==> src/rtl/fetch_if.sv <==
// Fetch-stage bus between the fetch unit, the hazard unit, instruction memory and decode.
// Signals: StallF, StallD, FlushD, PCSrcD, PCBranchD and InstrF go into the fetch unit.
// PCF, InstrD, PCPlus1D and ValidD come out of it. slave = fetch unit side, master = environment.
interface fetch_if;
   logic        StallF;
   logic        StallD;
   logic        FlushD;
   logic        PCSrcD;
   logic [31:0] PCBranchD;
   logic [31:0] InstrF;
   logic [31:0] PCF;
   logic [31:0] InstrD;
   logic [31:0] PCPlus1D;
   logic        ValidD;

   modport slave (
      input  StallF, StallD, FlushD, PCSrcD, PCBranchD, InstrF,
      output PCF, InstrD, PCPlus1D, ValidD
   );

   modport master (
      output StallF, StallD, FlushD, PCSrcD, PCBranchD, InstrF,
      input  PCF, InstrD, PCPlus1D, ValidD
   );
endinterface

==> src/rtl/fetch_unit.sv <==
// Word-addressed instruction fetch with PC register, RUN/DONE end-of-memory FSM and IF/ID register.
// Ports: clk, rst_n (async active-low), bus (fetch_if.slave: hazard controls, redirect, InstrF in;
// PCF, InstrD, PCPlus1D, ValidD out). Latency: one cycle fetch to decode; all outputs are registered.
module fetch_unit #(
   parameter logic [31:0] RESET_PC  = 32'h0000_0000,
   parameter int          MEM_DEPTH = 1024
) (
   input  logic    clk,
   input  logic    rst_n,
   fetch_if.slave  bus
);

   localparam logic [31:0] LAST_PC = 32'(MEM_DEPTH - 1);
   localparam logic [31:0] DEPTH   = 32'(MEM_DEPTH);

   typedef enum logic {RUN, DONE} state_t;

   state_t      state, state_nx;
   logic [31:0] pc_q, pc_nx;
   logic [31:0] instr_q, instr_nx;
   logic [31:0] pcp1_q, pcp1_nx;
   logic        valid_q, valid_nx;
   logic [31:0] pc_plus1;

   assign pc_plus1 = pc_q + 32'd1;

   always_ff @(posedge clk or negedge rst_n) begin
      if (!rst_n) begin
         state   <= RUN;
         pc_q    <= RESET_PC;
         instr_q <= 32'd0;
         pcp1_q  <= 32'd0;
         valid_q <= 1'b0;
      end else begin
         state   <= state_nx;
         pc_q    <= pc_nx;
         instr_q <= instr_nx;
         pcp1_q  <= pcp1_nx;
         valid_q <= valid_nx;
      end
   end

   always_comb begin
      state_nx = state;
      pc_nx    = pc_q;
      instr_nx = instr_q;
      pcp1_nx  = pcp1_q;
      valid_nx = valid_q;

      // PC: a redirect wins over everything, including a stall or DONE.
      // A target past the end of memory is loaded as-is but parks the FSM in DONE.
      if (bus.PCSrcD) begin
         pc_nx    = bus.PCBranchD;
         state_nx = (bus.PCBranchD >= DEPTH) ? DONE : RUN;
      end else if (bus.StallF || state == DONE) begin
         pc_nx = pc_q;
      end else if (pc_q == LAST_PC) begin
         // Last word is still captured below this edge; the PC stops here.
         state_nx = DONE;
      end else begin
         pc_nx = pc_plus1;
      end

      // IF/ID register. A stalled fetch or DONE state inserts a bubble.
      if (bus.FlushD) begin
         instr_nx = 32'd0;
         pcp1_nx  = 32'd0;
         valid_nx = 1'b0;
      end else if (bus.StallD) begin
         instr_nx = instr_q;
      end else if (state == RUN && !bus.StallF) begin
         instr_nx = bus.InstrF;
         pcp1_nx  = pc_plus1;
         valid_nx = 1'b1;
      end else begin
         instr_nx = 32'd0;
         pcp1_nx  = 32'd0;
         valid_nx = 1'b0;
      end
   end

   assign bus.PCF      = pc_q;
   assign bus.InstrD   = instr_q;
   assign bus.PCPlus1D = pcp1_q;
   assign bus.ValidD   = valid_q;

endmodule

==> src/flat_wrapper.sv <==
// flat-port wrapper written by rule: the top's interface ports become plain ports
module fetch_unit_flat 
#(
   parameter logic [31:0] RESET_PC  = 32'h0000_0000,
   parameter int          MEM_DEPTH = 1024
)
  (clk, rst_n, bus_StallF, bus_StallD, bus_FlushD, bus_PCSrcD, bus_PCBranchD, bus_InstrF, bus_PCF, bus_InstrD, bus_PCPlus1D, bus_ValidD);
  fetch_if bus_i ();
  input  logic clk;
  input  logic rst_n;
  input wire logic [$bits(bus_i.StallF)-1:0] bus_StallF;
  input wire logic [$bits(bus_i.StallD)-1:0] bus_StallD;
  input wire logic [$bits(bus_i.FlushD)-1:0] bus_FlushD;
  input wire logic [$bits(bus_i.PCSrcD)-1:0] bus_PCSrcD;
  input wire logic [$bits(bus_i.PCBranchD)-1:0] bus_PCBranchD;
  input wire logic [$bits(bus_i.InstrF)-1:0] bus_InstrF;
  output wire logic [$bits(bus_i.PCF)-1:0] bus_PCF;
  output wire logic [$bits(bus_i.InstrD)-1:0] bus_InstrD;
  output wire logic [$bits(bus_i.PCPlus1D)-1:0] bus_PCPlus1D;
  output wire logic [$bits(bus_i.ValidD)-1:0] bus_ValidD;
  assign bus_i.StallF = bus_StallF;
  assign bus_i.StallD = bus_StallD;
  assign bus_i.FlushD = bus_FlushD;
  assign bus_i.PCSrcD = bus_PCSrcD;
  assign bus_i.PCBranchD = bus_PCBranchD;
  assign bus_i.InstrF = bus_InstrF;
  assign bus_PCF = bus_i.PCF;
  assign bus_InstrD = bus_i.InstrD;
  assign bus_PCPlus1D = bus_i.PCPlus1D;
  assign bus_ValidD = bus_i.ValidD;
  fetch_unit #(.RESET_PC(RESET_PC), .MEM_DEPTH(MEM_DEPTH)) u_core (.clk(clk), .rst_n(rst_n), .bus(bus_i));
endmodule
==> config.mk <==
export PLATFORM = sky130hd
export DESIGN_NAME = fetch_unit_flat
export DESIGN_NICKNAME = d
export VERILOG_FILES = /design/src/rtl/fetch_if.sv /design/src/rtl/fetch_unit.sv /design/src/flat_wrapper.sv
export SDC_FILE = /design/constraint.sdc
export NUM_CORES = 1
export LEC_CHECK = 0
export ABC_AREA = 0
export BUFFER_PORTS_ARGS = -buffer_cell sky130_fd_sc_hd__clkbuf_2
export CAP_MARGIN = 20
export CORE_MARGIN = 3
export CORE_UTILIZATION = 46
export DETAILED_ROUTE_END_ITERATION = 7
export PLACE_DENSITY_LB_ADDON = 0.1
export SYNTH_ARGS = -nofsm -noshare
export SYNTH_HDL_FRONTEND = slang
export SYNTH_SLANG_ARGS = --single-unit
==> constraint.sdc <==
create_clock -name clk -period 2.11 [get_ports clk]
set_input_delay 0.211 -clock clk [delete_from_list [all_inputs] [get_ports clk]]
set_output_delay 0.211 -clock clk [all_outputs]
set_load 0.01 [all_outputs]
==> out/qor.yml, run 1 <==
run_status:
  status: "completed"
timing:
  fin_tns_setup_ns: 0
  tightest_slew_ns: 0.6407
  clock_skew_ns: 0.01130
  fmax_ghz: 0.4999
  slew_headroom: 0.5689
  finalHoldViolCount: 0
  setup_viol: 0
  rsz0062_at_grt: "no"
  final_max_slew_viol_count: 0
  finalCritPeriodShare: 0.9480
  min_period_ns: 2.000
hold_path:
  hp-class: "input pin to register"
  holdCritStartpoint: "bus_InstrF[7]"
  hold_depth: 2
  holdPathEnd: "u_core.bus.InstrD[7]"
placed_design:
  port_buffers: 166
  hpwlAfterDp_mm: 11.03
  place_congestion: 0.9493
detailed_routing:
  drt_iter0_drc: 418
  highest_layer: "met4"
  drc: 0
  drt_wl_total_mm: 14.31
  wl_met3_mm: 1.315
  vias_per_cell: 5.575
  wl_per_cell_um: 17.53
  m1WireLength_mm: 6.476
  vias: 4549
  first_pass_iters: 5
  met2WireLength_mm: 6.277
  drtAntennaViolNets: 0
critical_path:
  crit_fanout: 16
  critical_path_arrival_ns: 2.26
  start_kind: "register"
  timing.rr.start: "u_core.bus.PCF[11]"
  path_class: "register to register"
  required_ns: 2.37
  r2r_slack_ns: 0.11
  reg2reg_depth: 6
  critPathCaptureType: "register"
  startpoint: "u_core.bus.PCF[11]"
  r2r-end: "u_core.bus.PCF[1]"
synth:
  synth_nets: 555
  syn_inst: 484
  synth-edff-count: 0
  avgSynthCellArea_sq_um: 10.14
  synth.cell_area_sq_mm: 0.004906
  synth_top_flop_cell: "dfrtp_1"
  ys_seq_elements: 98
  yosysUniqueCellTypes: 51
  ys_warn_count: 0
  async_flop_share: 1.000
  ys_seq_area_frac: 0.4999
global_route:
  antenna_found_initial: 0
  grt_max_degree: 42
  grt_pass1_vias: 4222
  grt.total_usage: 0.2408
  grt_first_pass_wirelength_mm: 21.91
  overflow: 0
power_and_ir_drop:
  ir_drop_v: 0.0003239
  p_leak_nw: 2.991
  power_density_mw_per_mm2: 642.8
job:
  cap_violations: 0
floorplanning:
  initial_core_util: 0.4731
  core-area_sq_mm: 0.01037
  ios: 167
  die_w_um: 109.3
  die_area_sq_mm: 0.01194
  die-height_um: 109.3
  rows: 37
cells_and_area:
  layout.nets: 747
  diodes: 0
  fin_util: 0.6141
  drive_above_1_share: 0.3926
  synthToLayoutAreaGrowth_pct: 29.81
  final_common_cell: "clkbuf_2"
  layout_common_cells: "clkbuf_2 (165), dfrtp_1 (95), buf_4 (51)"
clocking:
  clock-sinks: 98
  clockBufferDepth: 2
  clk_latency_ns: 0.37
  path_clk_slew_ns: 0.10
  h-tree-depth: 3
  numCtsBuffers: 9
  cts-root-buf: "clkbuf_8"
  cts_tree: "done"
-- where the power goes --
group	internal (mW)	switching, mW
Sequential	1.97	0.0971
Combinational	0.328	0.444
Clock	0.583	0.677
Total	2.88	1.22
-- cell usage after synthesis, types with 3 or more instances --
cell,number,share of area
a22o_1,36,0.064
a31oi_1,18,0.023
and2_1,5,0.0064
and3_1,5,0.0064
and4_1,3,0.0054
buf_2,4,0.0041
buf_4,3,0.0046
buf_6,5,0.011
clkbuf_1,22,0.017
dfrtp_1,98,0.50
inv_1,3,0.0023
nand2_1,50,0.038
nand3_1,27,0.028
nand4_1,18,0.023
nor2_1,21,0.016
nor2b_1,3,0.0038
nor3_1,5,0.0051
nor4_1,10,0.013
nor4_2,5,0.013
o211ai_1,3,0.0046
o21ai_0,45,0.046
o21ai_1,3,0.0031
o21ai_2,3,0.0054
o31ai_1,3,0.0046
or3_1,12,0.015
or3_2,3,0.0046
or4_1,7,0.011
xnor2_1,10,0.018
xor2_1,27,0.048
-- metal layers --
| metal | vias up | global-route usage |
|---|---|---|
| li1 | 2165 | - |
| met1 | 2145 | 0.3442 |
| met2 | 221 | 0.3649 |
| met3 | 18 | 0.04914 |
| met4 | 0 | 0.08459 |
| met5 | - | 0 |
-- timing repair --
item | in CTS | in global routing
setup endpoints to repair | 0 | 13
hold endpoints to repair | 37 | 0
setup buffers | 0 | 3
hold buffers | 1 | 0
gates resized for setup | 0 | 8
-- how the worst max path moves through the flow --
stage	cells past startpoint	to	slack, ns
floorplan	9	u_core.bus.PCF[9]	0.02
global placement	5	u_core.bus.PCF[17]	0.13
detailed placement	5	u_core.bus.PCF[17]	0.08
CTS	5	u_core.bus.PCF[17]	0.05
global route	5	u_core.bus.PCF[27]	0.0002
finish	6	u_core.bus.PCF[1]	0.11
-- critical path: stages, from the launching register on --
cell	delay, ns
dfrtp_1	0.47
nor4_1	0.29
nand2_1	0.18
o31ai_4	0.38
buf_4	0.27
mux2i_1	0.21
a21oi_1	0.08
-- cell families (layout without fill, tap and decap cells) --
kind of cell | count (synthesis) | after routing | share of synthesized area
buffers and inverters | 42 | 238 | 0.05024
AND/OR/NAND/NOR | 186 | 186 | 0.2114
AO/OA/AOI/OAI | 119 | 119 | 0.1678
multiplexers | 1 | 1 | 0.002040
XOR/XNOR | 37 | 37 | 0.06605
adder cells (fa/ha/maj) | 1 | 1 | 0.002550
flip-flops | 98 | 98 | 0.4999
-- area by class of cell --
class,count,area (sq um)
fillers,920,4001
inverters,4,15.01
repair buffers,219,1259
well taps,136,170.2
multi-input cells,344,2268
clock inverters,5,62.56
flip-flops and latches,98,2456
clock buffers,10,137.6
-- flip-flops by register name, indices dropped and copies added (netlist names) --
name / cells
u_core.bus.PCPlus1D: 32
u_core.bus.PCF: 32
u_core.bus.InstrD: 32
u_core.bus.ValidD: 1
u_core.state: 1
-- per-stage QoR --
step	worst slack [ns]	hold slack, ns	cells	instance area (sq um)	power [mW]
after floorplan	0.01530	-0.08459	484	4921	2.464
after global placement	0.1259	0.2262	797	6097	2.839
after detailed placement	0.08218	0.2257	797	6097	2.855
after CTS	0.05106	0.04184	813	6307	4.115
after global routing	0.0002238	0.04139	816	6369	4.289
final	0.1098	0.05470	816	6369	4.094
No activity file was read; power rests on OpenSTA's default activity.
==> inputs of run 2 (changes only) <==
- clock period: 2.11 -> 1.8 ns (I/O delays scaled with it)
==> run 2 against run 1 <==
Net effect: the flow now finishes with violations (negative setup slack); sequential power is 17% higher; non-clock buffer count increased by 49; first-iteration DRC count shrank 17%; register-to-register slack worse by 0.27 ns; largest cell class is now multi-input combinational cells; largest power group unchanged; highest routed layer unchanged.
==> out/qor.yml, run 2 (synthesized netlist as in run 1, its figures left out) <==
floorplanning:
  ios: 167
  initial_core_util: 0.4731
  die_area_sq_mm: 0.01194
  rows: 37
  die-height_um: 109.3
  die_w_um: 109.3
  core-area_sq_mm: 0.01037
clocking:
  path_clk_slew_ns: 0.10
  cts_tree: "done"
  h-tree-depth: 3
  clk_latency_ns: 0.37
  cts-root-buf: "clkbuf_8"
  clock-sinks: 98
  numCtsBuffers: 9
  clockBufferDepth: 2
cells_and_area:
  diodes: 0
  multi_input_area_sq_mm: 0.002490
  final_common_cell: "clkbuf_2"
  fin_util: 0.6873
  synthToLayoutAreaGrowth_pct: 45.27
  fill_cells: 854
  layout.nets: 796
  drive_above_1_share: 0.4753
  ff_latch_area_sq_mm: 0.002460
  layout_common_cells: "clkbuf_2 (165), dfrtp_1 (92), buf_4 (81)"
  final_cell_area_sq_mm: 0.007127
critical_path:
  startpoint: "u_core.bus.PCF[26]"
  slowest_stage: "dfrtp_1"
  cp_top_family: "simple AND/OR/NAND/NOR gates"
  critPathCaptureType: "register"
  crit_fanout: 8
  critical_path_arrival_ns: 2.21
  path_class: "register to register"
  timing.rr.start: "u_core.bus.PCF[26]"
  crit_buf_inv: 2
  slowest_delay_ns: 0.42
  start_kind: "register"
  cp_cell_sequence: "nor4_4 -> nand4_1 -> o31ai_4 -> buf_4 -> buf_6 -> mux2i_1 -> a21oi_1"
  required_ns: 2.05
timing:
  finalHoldViolCount: 0
  setup_viol: 29
  rsz0062_at_grt: "yes"
  min_period_ns: 1.962
  hold_ws_ns: 0.02280
  slew_headroom: 0.6788
  fmax_ghz: 0.5096
  worst_slack_ns: -0.1625
  final_max_slew_viol_count: 0
  clock_skew_ns: 0.01008
  tightest_slew_ns: 0.4775
  finalCritPeriodShare: 1.090
detailed_routing:
  vias_per_cell: 5.525
  wl_per_cell_um: 17.37
  drt_wl_total_mm: 15.05
  vias: 4785
  first_pass_iters: 4
  drtAntennaViolNets: 0
  drt_iter0_drc: 346
  drc: 0
power_and_ir_drop:
  ir_drop_v: 0.0004609
  power_density_mw_per_mm2: 740.5
  total_power_mw: 5.277
  p_leak_nw: 3.391
global_route:
  grt.busiest_layer: "met2"
  grt_max_degree: 44
  grt_use_met2: 0.4140
  grt_pass1_vias: 4669
  grt_use_met1: 0.3366
  overflow: 0
  grt_use_met3: 0.03730
  grt_first_pass_wirelength_mm: 23.14
  grt.total_usage: 0.2482
  antenna_found_initial: 0
run_status:
  status: "finished with violations"
  failed_checks: "negative setup slack"
job:
  cap_violations: 0
placed_design:
  port_buffers: 166
  dpl-instance-area_sq_mm: 0.006520
  place_congestion: 0.8751
  hpwlAfterDp_mm: 11.01
  pre_cts_ws_ns: -0.1165
hold_path:
  hp-class: "input pin to register"
  holdCritStartpoint: "bus_InstrF[3]"
-- run 2: cell count changes in the layout (fill, tap and decap cells not counted), moves of 5 or more --
cell     delta
buf_4      +30
o21ai_0    -18
o21ai_1    +16
buf_6      +15
nand3_1    -10
nand3_2     +8
nor4_4      +5
-- run 2: power by group --
part / switching, mW / total [mW] / internal [mW]
Clock: 0.787 / 1.79 / 1.01
Sequential: 0.0968 / 2.40 / 2.31
Combinational: 0.589 / 1.08 / 0.492
Total: 1.47 / 5.28 / 3.80
-- run 2: through the flow --
stage | setup TNS, ns | std cells
after floorplan | -1.535 | 484
after global placement | -0.6246 | 837
after detailed placement | -1.466 | 837
after CTS | -1.408 | 859
after global routing | -5.273 | 866
final | -2.256 | 866
-- run 2: worst paths after layout --
kind,depth (start not counted),slack (ns),to
min in group asynchronous,2,0.26,u_core.bus.InstrD[18]
hold / removal,2,0.02,u_core.bus.InstrD[3]
max in group asynchronous,3,0.95,u_core.bus.PCF[17]
setup / recovery,7,-0.16,u_core.bus.PCF[1]
hold reg to reg,2,0.48,u_core.bus.PCPlus1D[3]
setup reg to reg,7,-0.16,u_core.bus.PCF[1]
-- run 2: per-layer routing --
metal | part of all wire | up-vias
met4 | 0.012 | 0
met3 | 0.061 | 18
li1 | - | 2252
met2 | 0.49 | 165
met1 | 0.44 | 2350
met5 | 0 | -
-- run 2: area by class of cell --
cell class,instances,share of cell area
sequential,98,0.3452
clock inverter,5,0.01510
tap,136,0.02388
inverter,4,0.002107
multi-input combinational,344,0.3494
clock buffer,11,0.02124
timing repair buffer,268,0.2432
-- run 2: what timing repair did --
action / in CTS / in global routing
cloned: 1 / 0
buffers inserted: 4 / 9
endpoints found under the setup margin: 29 / 43
resized for setup: 32 / 37
hold buffers: 1 / 0
pin swaps: 9 / 22
endpoints found under the hold margin: 23 / 0
==> inputs of run 3 (changes only) <==
- BUFFER_PORTS_ARGS: -buffer_cell sky130_fd_sc_hd__clkbuf_2 -> unset
- CORE_UTILIZATION: 46 -> 62
- DONT_BUFFER_PORTS: unset -> 1
- clock period: 1.8 -> 2.3 ns (I/O delays scaled with it)
==> run 3 against run 2 <==
Net effect: the flow finishes with violations (negative hold slack); maximum frequency fell by 7.4%; clock power fell by 40%; critical path depth shrank 2; core utilization increased by 7.6 points; clock skew fell by 0.00058 ns; count of clock-buffer cells in the layout down 2; first-iteration DRC count rose by 5.5%; design area decreased by 20%; sequential power shrank 20%; die area is 24% lower; sequential share of layout area grew 8.6 points; critical path type unchanged; critical endpoint is now u_core.bus.PCF[26]; largest cell class is now flip-flops and latches.
==> out/qor.yml, run 3 (synthesized netlist as in run 1, its figures left out) <==
detailed_routing:
  drt_wl_total_mm: 14.44
  vias: 4200
  drtAntennaViolNets: 0
  drt_iter0_drc: 365
  drc: 0
  first_pass_iters: 5
  vias_per_cell: 6.573
  wl_per_cell_um: 22.60
timing:
  final_max_slew_viol_count: 0
  slew_headroom: 0.4635
  fin_tns_setup_ns: 0
  clock_skew_ns: 0.009507
  rsz0062_at_grt: "no"
  hold_ws_ns: -0.4679
  min_period_ns: 2.120
  finalHoldViolCount: 99
  fmax_ghz: 0.4716
  finalCritPeriodShare: 0.9218
  setup_viol: 0
  tightest_slew_ns: 0.8048
cells_and_area:
  ff_latch_area_sq_mm: 0.002452
  layout_common_cells: "dfrtp_1 (98), nand2_1 (50), o21ai_0 (45)"
  layout.nets: 606
  synthToLayoutAreaGrowth_pct: 15.91
  drive_above_1_share: 0.1481
  multi_input_area_sq_mm: 0.002220
  diodes: 0
  final_common_cell: "dfrtp_1"
  fin_util: 0.7636
  fill_cells: 532
floorplanning:
  core-area_sq_mm: 0.007447
  die-height_um: 94.96
  die_area_sq_mm: 0.009016
  die_w_um: 94.96
  rows: 31
  ios: 167
  initial_core_util: 0.6588
critical_path:
  critPathCaptureType: "register"
  crit_fanout: 7
  reg2reg_depth: 5
  start_kind: "register"
  critical_path_arrival_ns: 2.39
  path_class: "register to register"
  required_ns: 2.57
global_route:
  grt_pass1_vias: 4000
  grt_first_pass_wirelength_mm: 21.33
  antenna_found_initial: 0
  grt_max_degree: 99
  grt.total_usage: 0.3125
  overflow: 0
placed_design:
  hpwlAfterDp_mm: 9.902
  place_congestion: 0.9067
  port_buffers: 0
run_status:
  failed_checks: "negative hold slack"
  status: "finished with violations"
hold_path:
  hp-class: "input pin to asynchronous set/reset pin"
clocking:
  clock-sinks: 98
  clk_latency_ns: 0.38
  cts_setup_buffers: 0
  h-tree-depth: 3
  path_clk_slew_ns: 0.10
  numCtsBuffers: 9
  clockBufferDepth: 2
  cts-root-buf: "clkbuf_8"
  cts_tree: "done"
power_and_ir_drop:
  p_leak_nw: 2.327
  ir_drop_v: 0.0003391
  power_density_mw_per_mm2: 620.6
job:
  cap_violations: 0
[run 3: metrics by stage]
| step | std cells | hold slack, ns | power [mW] | instance area [sq um] | setup WS (ns) |
|---|---|---|---|---|---|
| 5_1_grt | 639 | -0.4807 | 3.660 | 5687 | 0.03925 |
| 3_3_place_gp | 581 | -0.06323 | 2.393 | 5081 | 0.1565 |
| 6_report | 639 | -0.4679 | 3.529 | 5687 | 0.1798 |
| 3_5_place_dp | 581 | -0.06280 | 2.406 | 5081 | 0.2221 |
| 4_1_cts | 633 | -0.4651 | 3.501 | 5627 | 0.1983 |
| 2_1_floorplan | 484 | -0.06559 | 2.254 | 4906 | 0.1054 |
[run 3: critical path: stages (launching register included)]
cell and delay, ns:
dfrtp_1 0.50, nand4_1 0.26, nor4_2 0.49, nand4_1 0.24, a22o_1 0.23, a211o_2 0.30
[run 3: per-layer routing]
metal	GRT usage	wire length, um
met1	0.4168	5642
met2	0.4821	6710
met3	0.09641	1756
met4	0.1154	330
met5	0	0
[run 3: layout make-up]
type,count,area share
clock buffer,9,0.02178
sequential,98,0.4312
multi-input combinational,344,0.3903
inverter,4,0.002640
timing repair buffer,78,0.1215
clock inverter,7,0.01078
tap,99,0.02178
[run 3: path summary, 6_finish.rpt]
kind,startpoint,end,slack (ns)
worst min register to register,u_core.bus.PCPlus1D[6],u_core.bus.PCPlus1D[6],0.56
worst max register to register,u_core.bus.PCF[16],u_core.bus.PCF[26],0.18
max in group asynchronous,rst_n,u_core.state,2.60
min in group clk,bus_InstrF[24],u_core.bus.InstrD[24],-0.01
worst max-delay path,u_core.bus.PCF[16],u_core.bus.PCF[26],0.18
worst min-delay path,rst_n,u_core.bus.InstrD[23],-0.47
[run 3: timing repair]
item,CTS,global route
hold buffers,36,6
resized for setup,0,0
endpoints found under the hold margin,134,104
[run 3: where the power goes]
part / leakage, nW / switching, mW / internal (mW)
combinational: 0.957 / 0.300 / 0.229
clock: 0.0932 / 0.666 / 0.412
sequential: 1.28 / 0.121 / 1.80
